[config.mk]
export PLATFORM = sky130hd
export DESIGN_NAME = seg_disp_sched
export DESIGN_NICKNAME = d
export VERILOG_FILES = /design/src/rtl/seg_disp_sched_pkg.sv /design/src/rtl/seg_bin2bcd.sv /design/src/rtl/seg_disp_sched.sv
export SDC_FILE = /design/constraint.sdc
export NUM_CORES = 1
export LEC_CHECK = 0
export CORE_MARGIN = 2
export CORE_UTILIZATION = 50
export CTS_CLUSTER_SIZE = 30
export DETAILED_ROUTE_END_ITERATION = 8
export PLACE_DENSITY = 0.88
export SLEW_MARGIN = 20
export SYNTH_ARGS = -nofsm -noshare
export SYNTH_HDL_FRONTEND = slang
export SYNTH_SLANG_ARGS = --single-unit
[constraint.sdc]
create_clock -name clk -period 5.4 [get_ports clk]
set_clock_uncertainty 0.05 [all_clocks]
set_input_delay 1.35 -clock clk [delete_from_list [all_inputs] [get_ports clk]]
set_output_delay 1.35 -clock clk [all_outputs]
set_load 0.01 [all_outputs]
[src/rtl/seg_disp_sched_pkg.sv]
// seg_disp_sched_pkg: shared constants, FSM states and BCD helper for the display scheduler
package seg_disp_sched_pkg;
  localparam logic RST_ENABLE = 1'b0;
  localparam int BCD_DIGITS = 6;
  localparam int BCD_W = 4 * BCD_DIGITS;
  localparam int DISP_DW = 20;
  localparam logic [DISP_DW-1:0] MAX_DISP = 20'd999_999;
  typedef enum logic [1:0] {ST_IDLE, ST_CONV, ST_SHOW} state_t;
  function automatic logic [BCD_W-1:0] dabble(input logic [BCD_W-1:0] v);
    for (int i = 0; i < BCD_DIGITS; i++)
      v[4*i +: 4] = v[4*i +: 4] >= 4'd5 ? v[4*i +: 4] + 4'd3 : v[4*i +: 4];
    return v;
  endfunction
endpackage

[src/rtl/seg_bin2bcd.sv]
// seg_bin2bcd: iterative double-dabble, one shift per cycle, done pulses after the 20th shift
module seg_bin2bcd
  import seg_disp_sched_pkg::*;
(
  input  logic               clk,
  input  logic               resetn,
  input  logic               start,
  input  logic [DISP_DW-1:0] din,
  output logic               busy,
  output logic               done,
  output logic [BCD_W-1:0]   bcd
);
  logic [DISP_DW-1:0] bin;
  logic [4:0] cnt;
  logic [BCD_W-1:0] adj;
  assign adj = dabble(bcd);
  // the load also performs the first shift: adding 3 never applies to an all-zero accumulator
  always_ff @(posedge clk)
    if (resetn == RST_ENABLE) begin
      busy <= 1'b0;
      done <= 1'b0;
      bcd <= '0;
      bin <= '0;
      cnt <= '0;
    end else if (start) begin
      bcd <= BCD_W'(din[DISP_DW-1]);
      bin <= din << 1;
      cnt <= 5'(DISP_DW - 1);
      busy <= 1'b1;
      done <= 1'b0;
    end else begin
      done <= busy && cnt == 5'd1;
      if (busy) begin
        bcd <= (adj << 1) | BCD_W'(bin[DISP_DW-1]);
        bin <= bin << 1;
        cnt <= cnt - 5'd1;
        busy <= cnt != 5'd1;
      end
    end
endmodule

[src/rtl/seg_disp_sched.sv]
// seg_disp_sched: round-robin sharing of the 6-digit display, with BCD conversion and dwell timing
module seg_disp_sched
  import seg_disp_sched_pkg::*;
#(
  parameter int NREQ  = 4,
  parameter int DW    = DISP_DW,
  parameter int DWELL = 50_000_000
) (
  input  logic               clk,
  input  logic               resetn,
  input  logic [NREQ-1:0]    req,
  input  logic [NREQ*DW-1:0] req_data,
  output logic [NREQ-1:0]    grant,
  output logic [BCD_W-1:0]   bcd,
  output logic               bcd_valid,
  output logic               bcd_upd,
  output logic               ovf,
  output logic               busy
);
  localparam int PW = $clog2(NREQ);
  localparam int CW = $clog2(DWELL + 1);
  state_t state;
  logic [PW-1:0] ptr, win, nxt;
  logic found;
  logic [DW-1:0] snap;
  logic [CW-1:0] cnt;
  logic conv_start, conv_busy, conv_done, clamp;
  logic [BCD_W-1:0] conv_bcd;
  always_comb begin
    found = 1'b0;
    win = '0;
    for (int k = 0; k < NREQ; k++)
      if (!found && req[(int'(ptr) + k) % NREQ]) begin
        found = 1'b1;
        win = PW'((int'(ptr) + k) % NREQ);
      end
  end
  assign nxt = PW'((int'(win) + 1) % NREQ);
  assign clamp = snap > MAX_DISP;
  assign conv_start = state == ST_CONV && !conv_busy && !conv_done;
  seg_bin2bcd u_conv (
    .clk(clk),
    .resetn(resetn),
    .start(conv_start),
    .din(clamp ? MAX_DISP : snap),
    .busy(conv_busy),
    .done(conv_done),
    .bcd(conv_bcd)
  );
  always_ff @(posedge clk)
    if (resetn == RST_ENABLE) begin
      state <= ST_IDLE;
      ptr <= '0;
      snap <= '0;
      cnt <= '0;
      grant <= '0;
      bcd <= '0;
      bcd_valid <= 1'b0;
      bcd_upd <= 1'b0;
      ovf <= 1'b0;
      busy <= 1'b0;
    end else begin
      bcd_upd <= 1'b0;
      case (state)
        ST_IDLE:
          if (found) begin
            grant <= NREQ'(1) << win;
            snap <= req_data[win*DW +: DW];
            ptr <= nxt;
            busy <= 1'b1;
            state <= ST_CONV;
          end
        ST_CONV:
          if (conv_done) begin
            bcd <= conv_bcd;
            bcd_upd <= 1'b1;
            bcd_valid <= 1'b1;
            ovf <= clamp;
            cnt <= '0;
            state <= ST_SHOW;
          end
        default:
          if (!(|(req & grant)) || cnt == CW'(DWELL - 1)) begin
            grant <= '0;
            busy <= 1'b0;
            state <= ST_IDLE;
          end else cnt <= cnt + 1'b1;
      endcase
    end
endmodule

==> impl_metrics.toml, run 1 <==
[min_path]
worst_hold_path_type = "register to register"
worst_hold_startpoint = "bcd[16]$_SDFFE_PN0P_"
min_delay_path_depth = 2
min_delay_worst_endpoint = "bcd[16]$_SDFFE_PN0P_"

[global_routing]
global_route.peak_usage_layer = "met2"
grt_start_max_net_pins = 53
grt_util_all_layers = 0.226
grtUsageMet3 = 0.0547
antenna_found_initial = 0
grt_use_met1 = 0.275
grt_pass1_wl_um = 26300
globalRoute.totalOverflow = 0
vias_in_the_first_global_route = 5705
groute.layer.met2.usage = 0.390

[clocking]
clock_latency_ns = 0.42
clock_sinks = 132
post_cts_resize_count = 0
post_cts.repair.setup_buffers = 0
cts_root_buffer = "sky130_fd_sc_hd__clkbuf_16"
cts_buffer_depth = 2
cts_tree = "built"
cts-htree-levels = 4
cts_inserted_buffers = 17
clkSlewWorstSetupHoldPaths_ns = 0.06
holdBufCountCts = 0

[power]
leakage_nw = 2.94
clockPowerShare = 0.456
power.internal_mw = 1.99
share_comb_of_total_power = 0.137
switching_share = 0.259
total_switching_power_mw = 0.695
irDropWorstVdd_mv = 0.236
pwr_density_cell_nw_per_um2 = 322
seqPwrFrac = 0.407

[synthesis]
avgSynthCellArea_um2 = 8.36
synth_largest_area_cell = "sky130_fd_sc_hd__dfxtp_1"
warnings_from_yosys = 0
yosysTopAreaCellShare = 0.408
synth_async_sr_flop_share = 0
synth-main-ff-cell = "sky130_fd_sc_hd__dfxtp_1"
syn-instance-count = 774
yosys-top-cells-count = "sky130_fd_sc_hd__dfxtp_1, sky130_fd_sc_hd__nand2_1, sky130_fd_sc_hd__a21oi_1"
synth_edf_count = 0
synth_area_leaders = "sky130_fd_sc_hd__dfxtp_1, sky130_fd_sc_hd__a21oi_1, sky130_fd_sc_hd__nand2_1"
synth_sequential_area_ratio = 0.408
synthesized_net_count = 879
synthesis.area_um2 = 6470
yosysMostFrequentCell = "sky130_fd_sc_hd__dfxtp_1"
synth-seq-cells = 132
ys_types = 62

[timing]
maxClockFrequency_mhz = 286
final.setup.tns_ns = 0
layout_worst_path_cycle_share = 0.648
timing.max_slew.rel_slack = 0.274
final_critical_path_setup_slack_ns = 1.90
tightest_slew_ns = 1.09
setup_repair_after_global_routing_missed_its_margin = "false"
total_count_of_hold_check_failures_in_the_final_report = 0
finalSetupViolations = 0
finalWorstPathRequiredPeriod_ns = 3.50
maxSlewViolCount = 0

[setup_path]
rr_worst_depth = 4
worst_setup_path_start_kind = "input port"
crit_arrival_ns = 3.76
critical_path.reg2reg.endpoint = "u_conv.bin[4]$_SDFFE_PN0P_"
crit_path_max_fanout = 23
worst-r2r-setup-slack_ns = 2.57
critPathSlowestCell = "sky130_fd_sc_hd__clkdlybuf4s50_1"
timing.critical_path.slowest_cell_delay_ns = 0.51
path_class = "input port to register"
worstPathRequired_ns = 5.66
setup_crit_end_kind = "register"
worstSetupPathDepth = 7
cp_cell_sequence = "clkdlybuf4s50_1, nand2b_1, o211a_1, nor2_2, buf_4, mux2_2, a221o_1"
cp.buffers_inverters = 2
worstReg2RegStart = "u_conv.busy$_SDFF_PN0_"
path_delay_family = "buffers and inverters"

[floorplan]
placeableCoreArea_um2 = 12600
floorplan.die.height_um = 118
start_util = 0.513
die-width_um = 118
floorplan.io_pins = 118
num_rows = 41
die_area_um2 = 13900

[placement]
io_buffers = 117
placed_area_um2 = 7690
pre_cts_slack_ns = 1.48
post-dp-hpwl_um = 10500
gpl.final_weighted_congestion = 0.856

[route]
routedWlPerCell_um = 15.1
vias = 6086
ant_nets = 0
detail_route.iter0.violations = 357
viasPerCell = 5.80
drc_errors = 0
detailed_route_wire_length_um = 15800
detailedRoute.firstPassIterationCount = 5

[finish]
fin_area_um2 = 8340
finish.net_count = 970
num-fill-cells = 1010
layout-drive-gt1-share = 0.0877
n_antenna_cell = 0
area_delta_synth_final_pct = 28.8

[job]
max_cap_violations = 0

[outcome]
status = "finished, final reports clean"
## cells in the final DEF, fill, tap and decap left out, types with 7 or more instances in the layout
master and instances:
sky130_fd_sc_hd__clkdlybuf4s50_1 117, sky130_fd_sc_hd__xnor2_1 12, sky130_fd_sc_hd__a21oi_1 84, sky130_fd_sc_hd__mux2i_1 10
sky130_fd_sc_hd__o211ai_1 12, sky130_fd_sc_hd__inv_1 22, sky130_fd_sc_hd__o21ai_0 54, sky130_fd_sc_hd__nand2b_1 11
sky130_fd_sc_hd__ha_1 19, sky130_fd_sc_hd__nor4_1 8, sky130_fd_sc_hd__a221oi_1 8, sky130_fd_sc_hd__dfxtp_1 131
sky130_fd_sc_hd__nand3_1 44, sky130_fd_sc_hd__o221ai_1 7, sky130_fd_sc_hd__a221o_1 20, sky130_fd_sc_hd__buf_4 8
sky130_fd_sc_hd__nand4_1 9, sky130_fd_sc_hd__nand2_1 105, sky130_fd_sc_hd__mux2_2 20, sky130_fd_sc_hd__clkbuf_16 17
sky130_fd_sc_hd__or3_1 10, sky130_fd_sc_hd__nor2_1 49
## tightest hold or removal path: cells and delay by family, from the launching register on
kind	cells	cell delay (ns)
flops	1	0.30
simple gates	1	0.05
compound gates	1	0.05
## how the worst max path moves through the flow
stage / from / to
after global placement: req[1] / snap[7]$_SDFFE_PN0P_
after CTS: req[1] / snap[7]$_SDFFE_PN0P_
final: req[1] / snap[7]$_SDFFE_PN0P_
after floorplan: req[0] / snap[0]$_SDFFE_PN0P_
after detailed placement: req[1] / snap[7]$_SDFFE_PN0P_
after global routing: resetn / snap[7]$_SDFFE_PN0P_
## power by group through the flow
stage | registers, mW | clock network [mW] | logic [mW]
2_1_floorplan | 1.08 | 0 | 0.250
3_3_place_gp | 1.11 | 0 | 0.350
3_5_place_dp | 1.11 | 0 | 0.360
4_1_cts | 1.09 | 1.24 | 0.365
5_1_grt | 1.10 | 1.27 | 0.403
6_report | 1.09 | 1.22 | 0.369
## cell families (layout without fill, tap and decap cells)
logic type | after synthesis | in the layout | synth area share
simple gates | 273 | 273 | 0.204
compound gates | 230 | 230 | 0.231
flops | 132 | 132 | 0.408
buf+inv | 75 | 179 | 0.0497
mux | 30 | 30 | 0.0503
fa+ha+maj | 19 | 19 | 0.0367
xor+xnor | 15 | 15 | 0.0203
## state kept, by name (all words and copies together), names as in the netlist
| register | cells |
|---|---|
| u_conv.done | 1 |
| u_conv.busy | 1 |
| bcd_valid | 1 |
| grant | 4 |
| bcd | 24 |
| u_conv.cnt | 5 |
| snap | 20 |
| cnt | 26 |
| busy | 1 |
| bcd_upd | 1 |
| u_conv.bin | 19 |
| ptr | 2 |
| ovf | 1 |
| u_conv.bcd | 24 |
| state | 2 |
## metal layers
metal | vias to the layer above | routed length, µm
met5 | - | 0
met4 | 0 | 214
met3 | 23 | 994
met2 | 223 | 7670
met1 | 2843 | 6950
li1 | 2997 | -
## final cells by class
type	count	area, µm²	share of cell area
sequential	132	2640	0.317
clock buffer	17	425	0.0510
multi-input combinational	567	3530	0.424
tap	172	215	0.0258
clock inverter	15	206	0.0248
timing repair buffer	125	1230	0.148
inverter	22	82.6	0.00991
## metrics by stage
step | utilization | hold WS, ns | total power [mW] | std cells
final | 0.661 | 0.401 | 2.68 | 1050
after global placement | 0.609 | 0.392 | 1.46 | 1018
after detailed placement | 0.609 | 0.397 | 1.47 | 1018
after global routing | 0.661 | 0.423 | 2.77 | 1050
after CTS | 0.660 | 0.404 | 2.69 | 1050
after floorplan | - | 0.394 | 1.33 | 774
No activity file was read; power rests on OpenSTA's default activity.
==> run 2, diff against run 1 <==
--- a/config.mk
+++ b/config.mk
@@ -6,7 +6,7 @@
 export NUM_CORES = 1
 export LEC_CHECK = 0
 export CORE_MARGIN = 2
-export CORE_UTILIZATION = 50
+export CORE_UTILIZATION = 48
 export CTS_CLUSTER_SIZE = 30
 export DETAILED_ROUTE_END_ITERATION = 8
 export PLACE_DENSITY = 0.88
==> constraint.sdc (replaced) <==
create_clock -name clk -period 3.2 [get_ports clk]
set_clock_uncertainty 0.05 [all_clocks]
set_input_delay 0.8 -clock clk [delete_from_list [all_inputs] [get_ports clk]]
set_output_delay 0.8 -clock clk [all_outputs]
set_load 0.01 [all_outputs]
==> impl_metrics.toml, run 2 (synthesis gave the netlist of run 1 again) <==
[global_routing]
groute.layer.met2.usage = 0.382
grt_util_all_layers = 0.225
antenna_found_initial = 0
globalRoute.totalOverflow = 0
vias_in_the_first_global_route = 5884
grtUsageMet3 = 0.0646
grt_use_met1 = 0.275
global_route.peak_usage_layer = "met2"
grt_pass1_wl_um = 26800
grt_start_max_net_pins = 52

[power]
report.power.total_mw = 4.34
pwr_density_cell_nw_per_um2 = 519
irDropWorstVdd_mv = 0.461
leakage_nw = 2.96

[clocking]
clock_latency_ns = 0.42
cts-htree-levels = 4
cts_buffer_depth = 2
clock_sinks = 132
holdBufCountCts = 0
post_cts_resize_count = 0
cts_tree = "built"
cts_root_buffer = "sky130_fd_sc_hd__clkbuf_16"
post_cts.repair.setup_buffers = 0
cts_inserted_buffers = 17
clkSlewWorstSetupHoldPaths_ns = 0.06

[floorplan]
floorplan.io_pins = 118
placeableCoreArea_um2 = 13200
start_util = 0.491
die-width_um = 120
floorplan.die.height_um = 120
die_area_um2 = 14400
num_rows = 42

[setup_path]
cp.buffers_inverters = 1
worst_setup_path_start_kind = "input port"
worstPathRequired_ns = 3.52
setup_crit_end_kind = "register"
path_delay_family = "simple AND/OR/NAND/NOR gates"
critPathSlowestCell = "sky130_fd_sc_hd__and2_1"
cp_cell_sequence = "clkdlybuf4s50_1, nor4_1, nor4_2, and2_1, a221o_1"
path_class = "input port to register"
crit_arrival_ns = 2.92
crit_path_max_fanout = 20
timing.critical_path.slowest_cell_delay_ns = 0.69

[route]
vias = 6111
drc_errors = 0
ant_nets = 0
detailedRoute.firstPassIterationCount = 5
viasPerCell = 5.75
detail_route.iter0.violations = 491
routedWlPerCell_um = 14.7
detailed_route_wire_length_um = 15600

[timing]
finalSetupViolations = 0
final_critical_path_setup_slack_ns = 0.604
maxSlewViolCount = 0
total_count_of_hold_check_failures_in_the_final_report = 0
setup_repair_after_global_routing_missed_its_margin = "false"
final.setup.tns_ns = 0
timing.max_slew.rel_slack = 0.431
tightest_slew_ns = 0.847
layout_worst_path_cycle_share = 0.811
finalWorstPathRequiredPeriod_ns = 2.60
maxClockFrequency_mhz = 385

[min_path]
worst_hold_path_type = "register to register"

[finish]
final_cell_mix = "sky130_fd_sc_hd__dfxtp_1, sky130_fd_sc_hd__clkdlybuf4s50_1, sky130_fd_sc_hd__nand2_1"
largest_reg_flops = 26
top_register = "cnt"
mostFrequentLayoutCell = "sky130_fd_sc_hd__dfxtp_1"
n_antenna_cell = 0
fin_cells = 1063
layout-drive-gt1-share = 0.0936
area_delta_synth_final_pct = 29.1
reg_top3 = "cnt: 26 flops, bcd: 24 flops, u_conv.bcd: 24 flops"
finish.net_count = 980

[placement]
gpl.final_weighted_congestion = 0.849
io_buffers = 117
post-dp-hpwl_um = 10600
pre_cts_slack_ns = 0.204
placedCellCount = 1032

[outcome]
status = "finished, final reports clean"

[job]
max_cap_violations = 0
==> run 2: cell count changes in the layout (fill, tap and decap cells not counted), sizes merged <==
cell      previous run  this run
bufinv               4         2
buf                  8        18
clkinv               4         6
clkinvlp             5         4
inv                 24        22
clkbuf              17        19
==> run 2: per-stage QoR <==
| step | util | hold slack [ns] | instance area (µm²) |
|---|---|---|---|
| after floorplan | - | 0.394 | 6470 |
| after global placement | 0.590 | 0.394 | 7780 |
| after detailed placement | 0.590 | 0.396 | 7780 |
| after CTS | 0.633 | 0.404 | 8350 |
| after global routing | 0.633 | 0.415 | 8360 |
| final | 0.633 | 0.400 | 8360 |
==> run 2: tightest hold or removal path, cell delays in order (launching register included) <==
cell and delay, ns:
sky130_fd_sc_hd__dfxtp_1 0.30, sky130_fd_sc_hd__nand2_1 0.05, sky130_fd_sc_hd__a21oi_1 0.05
==> run 2: routing by layer <==
| metal | vias to the layer above | part of all wire |
|---|---|---|
| li1 | 3019 | - |
| met1 | 2848 | 0.44 |
| met2 | 220 | 0.49 |
| met3 | 24 | 0.059 |
| met4 | 0 | 0.016 |
| met5 | - | 0 |
==> run 2: path summary, 6_finish.rpt <==
check                  startpoint                    to  slack (ns)  cells after the start
min reg2reg      ovf$_SDFFE_PN0P_      ovf$_SDFFE_PN0P_        0.40                      2
max reg2reg  cnt[19]$_SDFFE_PN0P_  cnt[25]$_SDFFE_PN0P_        0.89                      5
min              ovf$_SDFFE_PN0P_      ovf$_SDFFE_PN0P_        0.40                      2
max                        req[1]  snap[7]$_SDFFE_PN0P_        0.60                      5
==> run 2: layout make-up <==
| cell class | count | area (µm²) |
|---|---|---|
| Inverter | 22 | 82.6 |
| Sequential cell | 132 | 2640 |
| Clock inverter | 12 | 135 |
| Fill cell | 1054 | 4830 |
| Multi-Input combinational cell | 567 | 3520 |
| Tap cell | 176 | 220 |
| Clock buffer | 19 | 433 |
| Timing Repair Buffer | 135 | 1320 |
==> run 2: report_power, final <==
| group | internal [mW] | total (mW) | switching [mW] |
|---|---|---|---|
| Sequential | 1.74 | 1.82 | 0.0778 |
| Combinational | 0.326 | 0.653 | 0.327 |
| Clock | 1.14 | 1.86 | 0.724 |
